[src/rtl/montgomery_product_pkg.sv]
// montgomery_product_pkg: shared defaults, FSM states and operand-length helper
package montgomery_product_pkg;
    localparam int DEF_BIT_LEN     = 64;
    localparam int DEF_COUNT_WIDTH = 5;
    localparam int DEF_WORD_W      = 4;

    typedef enum logic [1:0] {IDLE, CALC, SUB, DONE} state_t;

    // Zero or an out-of-range word count falls back to the full operand width
    function automatic int unsigned active_bits(input int unsigned num_words, input int unsigned bit_len,
                                                input int unsigned word_w);
        return (num_words == 0 || num_words > bit_len / word_w) ? bit_len : num_words * word_w;
    endfunction
endpackage

[src/rtl/montgomery_product_if.sv]
// montgomery_product_if: request/operand/result bundle between controller and multiplier
interface montgomery_product_if #(
    parameter int bitLen     = 64,
    parameter int countWidth = 5
);
    logic                  start;
    logic [bitLen-1:0]     A;
    logic [bitLen-1:0]     B;
    logic [bitLen-1:0]     M;
    logic [countWidth-1:0] num_words;
    logic                  stop;
    logic [bitLen:0]       P;

    modport master(output start, A, B, M, num_words, input stop, P);
    modport slave(input start, A, B, M, num_words, output stop, P);
endinterface

[src/rtl/montgomery_product_step.sv]
// mon_prod_step: one combinational radix-2 Montgomery iteration
module mon_prod_step
    import montgomery_product_pkg::*;
#(
    parameter int bitLen = DEF_BIT_LEN
) (
    input  logic [bitLen+1:0] i_acc,
    input  logic              i_a_bit,
    input  logic [bitLen-1:0] i_b,
    input  logic [bitLen-1:0] i_m,
    output logic [bitLen+1:0] o_acc
);
    logic [bitLen+1:0] w_sum;
    logic [bitLen+1:0] w_red;

    // Add a_i*B, make the sum even by adding M if needed, then divide by two
    always_comb begin
        w_sum = i_acc + (i_a_bit ? {2'b00, i_b} : '0);
        w_red = w_sum[0] ? w_sum + {2'b00, i_m} : w_sum;
        o_acc = w_red >> 1;
    end
endmodule

[src/rtl/montgomery_product.sv]
// montgomery_product: bit-serial Montgomery multiplier P = A*B*2^-N mod M
module montgomery_product
    import montgomery_product_pkg::*;
#(
    parameter int bitLen     = DEF_BIT_LEN,
    parameter int countWidth = DEF_COUNT_WIDTH,
    parameter int WORD_W     = DEF_WORD_W
) (
    input logic                 clk,
    input logic                 rst_n,
    montgomery_product_if.slave bus
);
    localparam int CNT_W = $clog2(bitLen + 1);

    state_t              r_state;
    state_t              w_next;
    logic [bitLen-1:0]   r_a;
    logic [bitLen-1:0]   r_b;
    logic [bitLen-1:0]   r_m;
    logic [CNT_W-1:0]    r_n;
    logic [CNT_W-1:0]    r_i;
    logic [bitLen+1:0]   r_acc;
    logic [bitLen+1:0]   w_acc_next;
    logic [bitLen:0]     r_p;
    logic [bitLen:0]     w_diff;
    logic                w_ge;
    logic                w_last;

    // r_a is shifted right every iteration so bit 0 is always the current a_i
    mon_prod_step #(.bitLen(bitLen)) u_step (
        .i_acc  (r_acc),
        .i_a_bit(r_a[0]),
        .i_b    (r_b),
        .i_m    (r_m),
        .o_acc  (w_acc_next)
    );

    assign w_last   = (r_i == r_n - CNT_W'(1));
    assign w_ge     = (r_acc >= {2'b00, r_m});
    assign w_diff   = r_acc[bitLen:0] - {1'b0, r_m};
    assign bus.stop = (r_state == DONE);
    assign bus.P    = r_p;

    // State register
    always_ff @(posedge clk or negedge rst_n) begin
        if (!rst_n) r_state <= IDLE;
        else        r_state <= w_next;
    end

    // Next-state logic; start is only looked at in IDLE and DONE
    always_comb begin
        w_next = r_state;
        unique case (r_state)
            IDLE:    w_next = bus.start ? CALC : IDLE;
            CALC:    w_next = w_last ? SUB : CALC;
            SUB:     w_next = DONE;
            DONE:    w_next = bus.start ? DONE : IDLE;
            default: w_next = IDLE;
        endcase
    end

    // Operand capture, iteration datapath and final conditional subtraction
    always_ff @(posedge clk or negedge rst_n) begin
        if (!rst_n) begin
            r_a   <= '0;
            r_b   <= '0;
            r_m   <= '0;
            r_n   <= '0;
            r_i   <= '0;
            r_acc <= '0;
            r_p   <= '0;
        end else begin
            unique case (r_state)
                IDLE: if (bus.start) begin
                    r_a   <= bus.A;
                    r_b   <= bus.B;
                    r_m   <= bus.M;
                    r_n   <= CNT_W'(active_bits(32'(bus.num_words), bitLen, WORD_W));
                    r_i   <= '0;
                    r_acc <= '0;
                end
                CALC: begin
                    r_acc <= w_acc_next;
                    r_a   <= r_a >> 1;
                    r_i   <= r_i + CNT_W'(1);
                end
                SUB:     r_p <= w_ge ? w_diff : r_acc[bitLen:0];
                default: ;
            endcase
        end
    end
endmodule

[src/flat_wrapper.sv]
// flat-port wrapper written by rule: the top's interface ports become plain ports
module montgomery_product_flat import montgomery_product_pkg::*;
#(
    parameter int bitLen     = DEF_BIT_LEN,
    parameter int countWidth = DEF_COUNT_WIDTH,
    parameter int WORD_W     = DEF_WORD_W
)
  (clk, rst_n, bus_start, bus_A, bus_B, bus_M, bus_num_words, bus_stop, bus_P);
  montgomery_product_if #(.bitLen(bitLen), .countWidth(countWidth)) bus_i ();
  input logic clk;
  input logic rst_n;
  input wire logic [$bits(bus_i.start)-1:0] bus_start;
  input wire logic [$bits(bus_i.A)-1:0] bus_A;
  input wire logic [$bits(bus_i.B)-1:0] bus_B;
  input wire logic [$bits(bus_i.M)-1:0] bus_M;
  input wire logic [$bits(bus_i.num_words)-1:0] bus_num_words;
  output wire logic [$bits(bus_i.stop)-1:0] bus_stop;
  output wire logic [$bits(bus_i.P)-1:0] bus_P;
  assign bus_i.start = bus_start;
  assign bus_i.A = bus_A;
  assign bus_i.B = bus_B;
  assign bus_i.M = bus_M;
  assign bus_i.num_words = bus_num_words;
  assign bus_stop = bus_i.stop;
  assign bus_P = bus_i.P;
  montgomery_product #(.bitLen(bitLen), .countWidth(countWidth), .WORD_W(WORD_W)) u_core (.clk(clk), .rst_n(rst_n), .bus(bus_i));
endmodule
[config.mk]
export PLATFORM = sky130hd
export DESIGN_NAME = montgomery_product_flat
export DESIGN_NICKNAME = d
export VERILOG_FILES = /design/src/rtl/montgomery_product_pkg.sv /design/src/rtl/montgomery_product_if.sv /design/src/rtl/montgomery_product_step.sv /design/src/rtl/montgomery_product.sv /design/src/flat_wrapper.sv
export SDC_FILE = /design/constraint.sdc
export NUM_CORES = 1
export LEC_CHECK = 0
export ABC_CLOCK_PERIOD_IN_PS = 5300
export BUFFER_PORTS_ARGS = -buffer_cell sky130_fd_sc_hd__buf_4
export CAP_MARGIN = 20
export CORE_AREA = 5 5 330 332
export CTS_CLUSTER_SIZE = 20
export DETAILED_ROUTE_END_ITERATION = 10
export DIE_AREA = 0 0 335 337
export PLACE_DENSITY_LB_ADDON = 0.15
export SLEW_MARGIN = 20
export SYNTH_ARGS = -nofsm -noshare
export SYNTH_HDL_FRONTEND = slang
export SYNTH_HIERARCHICAL = 1
export SYNTH_SLANG_ARGS = --single-unit
[constraint.sdc]
create_clock -name clk -period 5.3 [get_ports clk]
set_input_delay 0.53 -clock clk [delete_from_list [all_inputs] [get_ports clk]]
set_output_delay 0.53 -clock clk [all_outputs]
set_load 0.01 [all_outputs]
==> results.toml <==
[clock_tree]
htreeDepth = 2
insertion_delay_ns = 0.64
clock_sinks = 337
root_buffer = "clkbuf_16"
clk_pin_slew_worst_paths_ns = 0.06
cts_buffers = 46
cts_buffer_depth = 3
cts_tree = "done"

[final_layout]
syn2layout_area_growth_pct = 37.3
drive_gt1_share_pct = 27.0
stdcell_area_um2 = 36000
multi_input_area_um2 = 17800
fin_nets = 4380
seq_area_um2 = 8430
nFillCells = 11400

[placement]
routabilityCongestion = 0.876
dpl_worst_slack_ns = -0.647
dp_hpwl_mm = 83.3
port_buffers = 265
postPlaceCellArea_um2 = 32700

[run_status]
violations = "setup timing"
status = "finished, violations left"

[die]
initial_core_util_pct = 24.7
row_count = 120
fp.dieArea_um2 = 113000
ios = 266
fp.dieW_um = 335
coreArea_um2 = 106000
die_h_um = 337

[logic_synthesis]
synth_commonest_cells = "749 x nand2_1, 337 x dfrtp_1, 280 x a21oi_1"
yosysMostFrequentCell = "nand2_1"
synth-edff-count = 0
syn-instance-count = 3365
synth_area_leader_cell = "dfrtp_1"
synth.avg_cell_area_um2 = 7.79
ys_warn_count = 6
synth_ff_type = "dfrtp_1"
async_flop_share_pct = 100
synth_top_area_share_pct = 32.2
ys_seq_elements = 337
ys_seq_area_share_pct = 32.2
netlist_area_um2 = 26200
ys_types = 85
syn_nets = 3762
synth_area_leaders = "dfrtp_1 32%, nand2_1 11%, ha_1 9.3%, a21oi_1 5.3%, o21ai_0 4.9%"

[detailed_routing]
vias = 26300
drtAntennaViolNets = 0
drt_iter0_drc = 1646
first_pass_iters = 6
vias_per_cell = 4.85
wire_per_inst_um = 19.9
wl_mm = 108
drc_errors = 0

[timing]
min_period_ns = 5.68
worst_slew_pin_slew_ns = 1.13
fin_ws_ns = -0.379
hold_violations = 0
setup_viol = 25
clock.fmax_mhz = 176
rsz0062_at_grt = "yes"
slew_violations = 0
relSlewSlack_pct = 24.3
fin_worst_skew_ns = 0.0344
hold_ws_ns = 0.0896
timing.final.crit_share_pct = 107

[setup_path]
critPathSlowestCell = "or4_1"
cp.required_ns = 5.86
ff2ff_setup_slack_ns = -0.38
worstPathArrival_ns = 6.24
crit_path_end_kind = "flip-flop"
slowest_delay_ns = 0.49
critPathKind = "reg2reg"
cp-start-kind = "flip-flop"
worstPathMaxFanout = 5

[grt]
grt_pass1_wl_mm = 163
antenna_found_initial = 8
grt_start_max_net_pins = 136
grt_pass1_vias = 26700
track_usage_pct = 18.5
overflow = 0

[hold_path]
hp-class = "in2reg"

[flow_run]
cap_viol_max_count = 0
==> path summary, 6_finish.rpt <==
check | from | end | depth (start not counted)
setup / recovery | u_core/r_a[0] | u_core/r_acc[64] | 26
hold / removal | bus_B[10] | u_core/r_b[10] | 3
setup reg to reg | u_core/r_a[0] | u_core/r_acc[64] | 26
hold reg to reg | u_core/r_b[49] | u_core/r_b[49] | 2
max in group asynchronous | rst_n | u_core/r_a[0] | 3
min in group asynchronous | rst_n | u_core/r_b[20] | 2
==> state kept, by name, indices dropped and copies added, names as in the netlist <==
register,flops
u_core/r_acc,66
u_core/bus.P,65
u_core/r_a,64
u_core/r_b,64
u_core/r_m,64
u_core/r_i,7
u_core/r_n,5
u_core/r_state,2
==> critical path, delay by kind of cell, from the launching register on <==
| kind | cells | cell delay, ns |
|---|---|---|
| buffers and inverters | 2 | 0.38 |
| adders and majority gates | 3 | 0.87 |
| and+or+nand+nor | 8 | 1.47 |
| DFF | 1 | 0.44 |
| AOI/OAI and AO/OA | 11 | 2.15 |
| xor gates and xnor gates | 2 | 0.31 |
==> area by class of cell <==
| cell class | instances | area share [%] |
|---|---|---|
| Multi-Input combinational cell | 2724 | 49.5 |
| Sequential cell | 337 | 23.4 |
| Timing Repair Buffer | 752 | 16.1 |
| Tap cell | 1403 | 4.88 |
| Clock buffer | 59 | 3.62 |
| Inverter | 122 | 1.27 |
| Clock inverter | 26 | 1.11 |
| Antenna cell | 7 | 0.0487 |
==> timing repair <==
item                                   4_1_cts  5_1_grt
pin swaps                                   61       69
cloned                                       0        0
setup endpoints to repair                   33       40
resized for setup                          140      124
endpoints found under the hold margin       65        0
hold buffers                                 1        0
setup buffers                               31       23
==> layout by cell type, fill, tap and decap left out, drive strengths merged, types with 25 or more instances in the layout <==
cell type | netlist | routed
clkbuf | 162 | 59
nor2 | 169 | 169
o21ai | 267 | 267
mux2 | 44 | 44
nor3 | 40 | 40
a21oi | 282 | 282
dfrtp | 337 | 337
inv | 121 | 126
o21bai | 36 | 36
xnor2 | 108 | 108
a211oi | 27 | 27
xor2 | 72 | 72
nand3 | 118 | 118
nand4 | 54 | 54
a21o | 109 | 109
a22oi | 64 | 64
o21a | 33 | 33
buf | 20 | 751
nand2 | 749 | 749
ha | 194 | 194
and2 | 77 | 77
and3 | 25 | 25
==> cells by family (layout without fill, tap and decap cells) <==
group | after synthesis | count (layout) | synth area share (%)
AND/OR/NAND/NOR | 1319 | 1319 | 22.3
AO/OA/AOI/OAI | 972 | 972 | 23.3
flip-flops | 337 | 337 | 32.2
buffers and inverters | 304 | 959 | 4.45
adder cells (fa/ha/maj) | 197 | 197 | 9.49
XOR/XNOR | 180 | 180 | 6.02
multiplexers | 55 | 55 | 2.31
other | 1 | 8 | 0.0143
==> layer usage <==
| metal | GRT usage (%) | vias to the layer above | wire length, um |
|---|---|---|---|
| met2 | 30.6 | 542 | 49900 |
| met5 | 0 | - | 74 |
| met3 | 3.93 | 125 | 5900 |
| met1 | 24.4 | 12500 | 49000 |
| li1 | - | 13100 | - |
| met4 | 5.30 | 8 | 3200 |
==> stage by stage <==
stage          setup TNS [ns]  utilization (%)  instances
6_report                -4.58             34.0       5430
5_1_grt                -11.97             33.9       5423
4_1_cts                 -5.35             33.2       5400
3_5_place_dp           -12.57             30.8       5284
3_3_place_gp           -13.08             30.8       5284
2_1_floorplan         -0.0101                -       3365
Power is not shown: default switching activity piles up to over one toggle a cycle in this logic, so the estimate is an artifact.
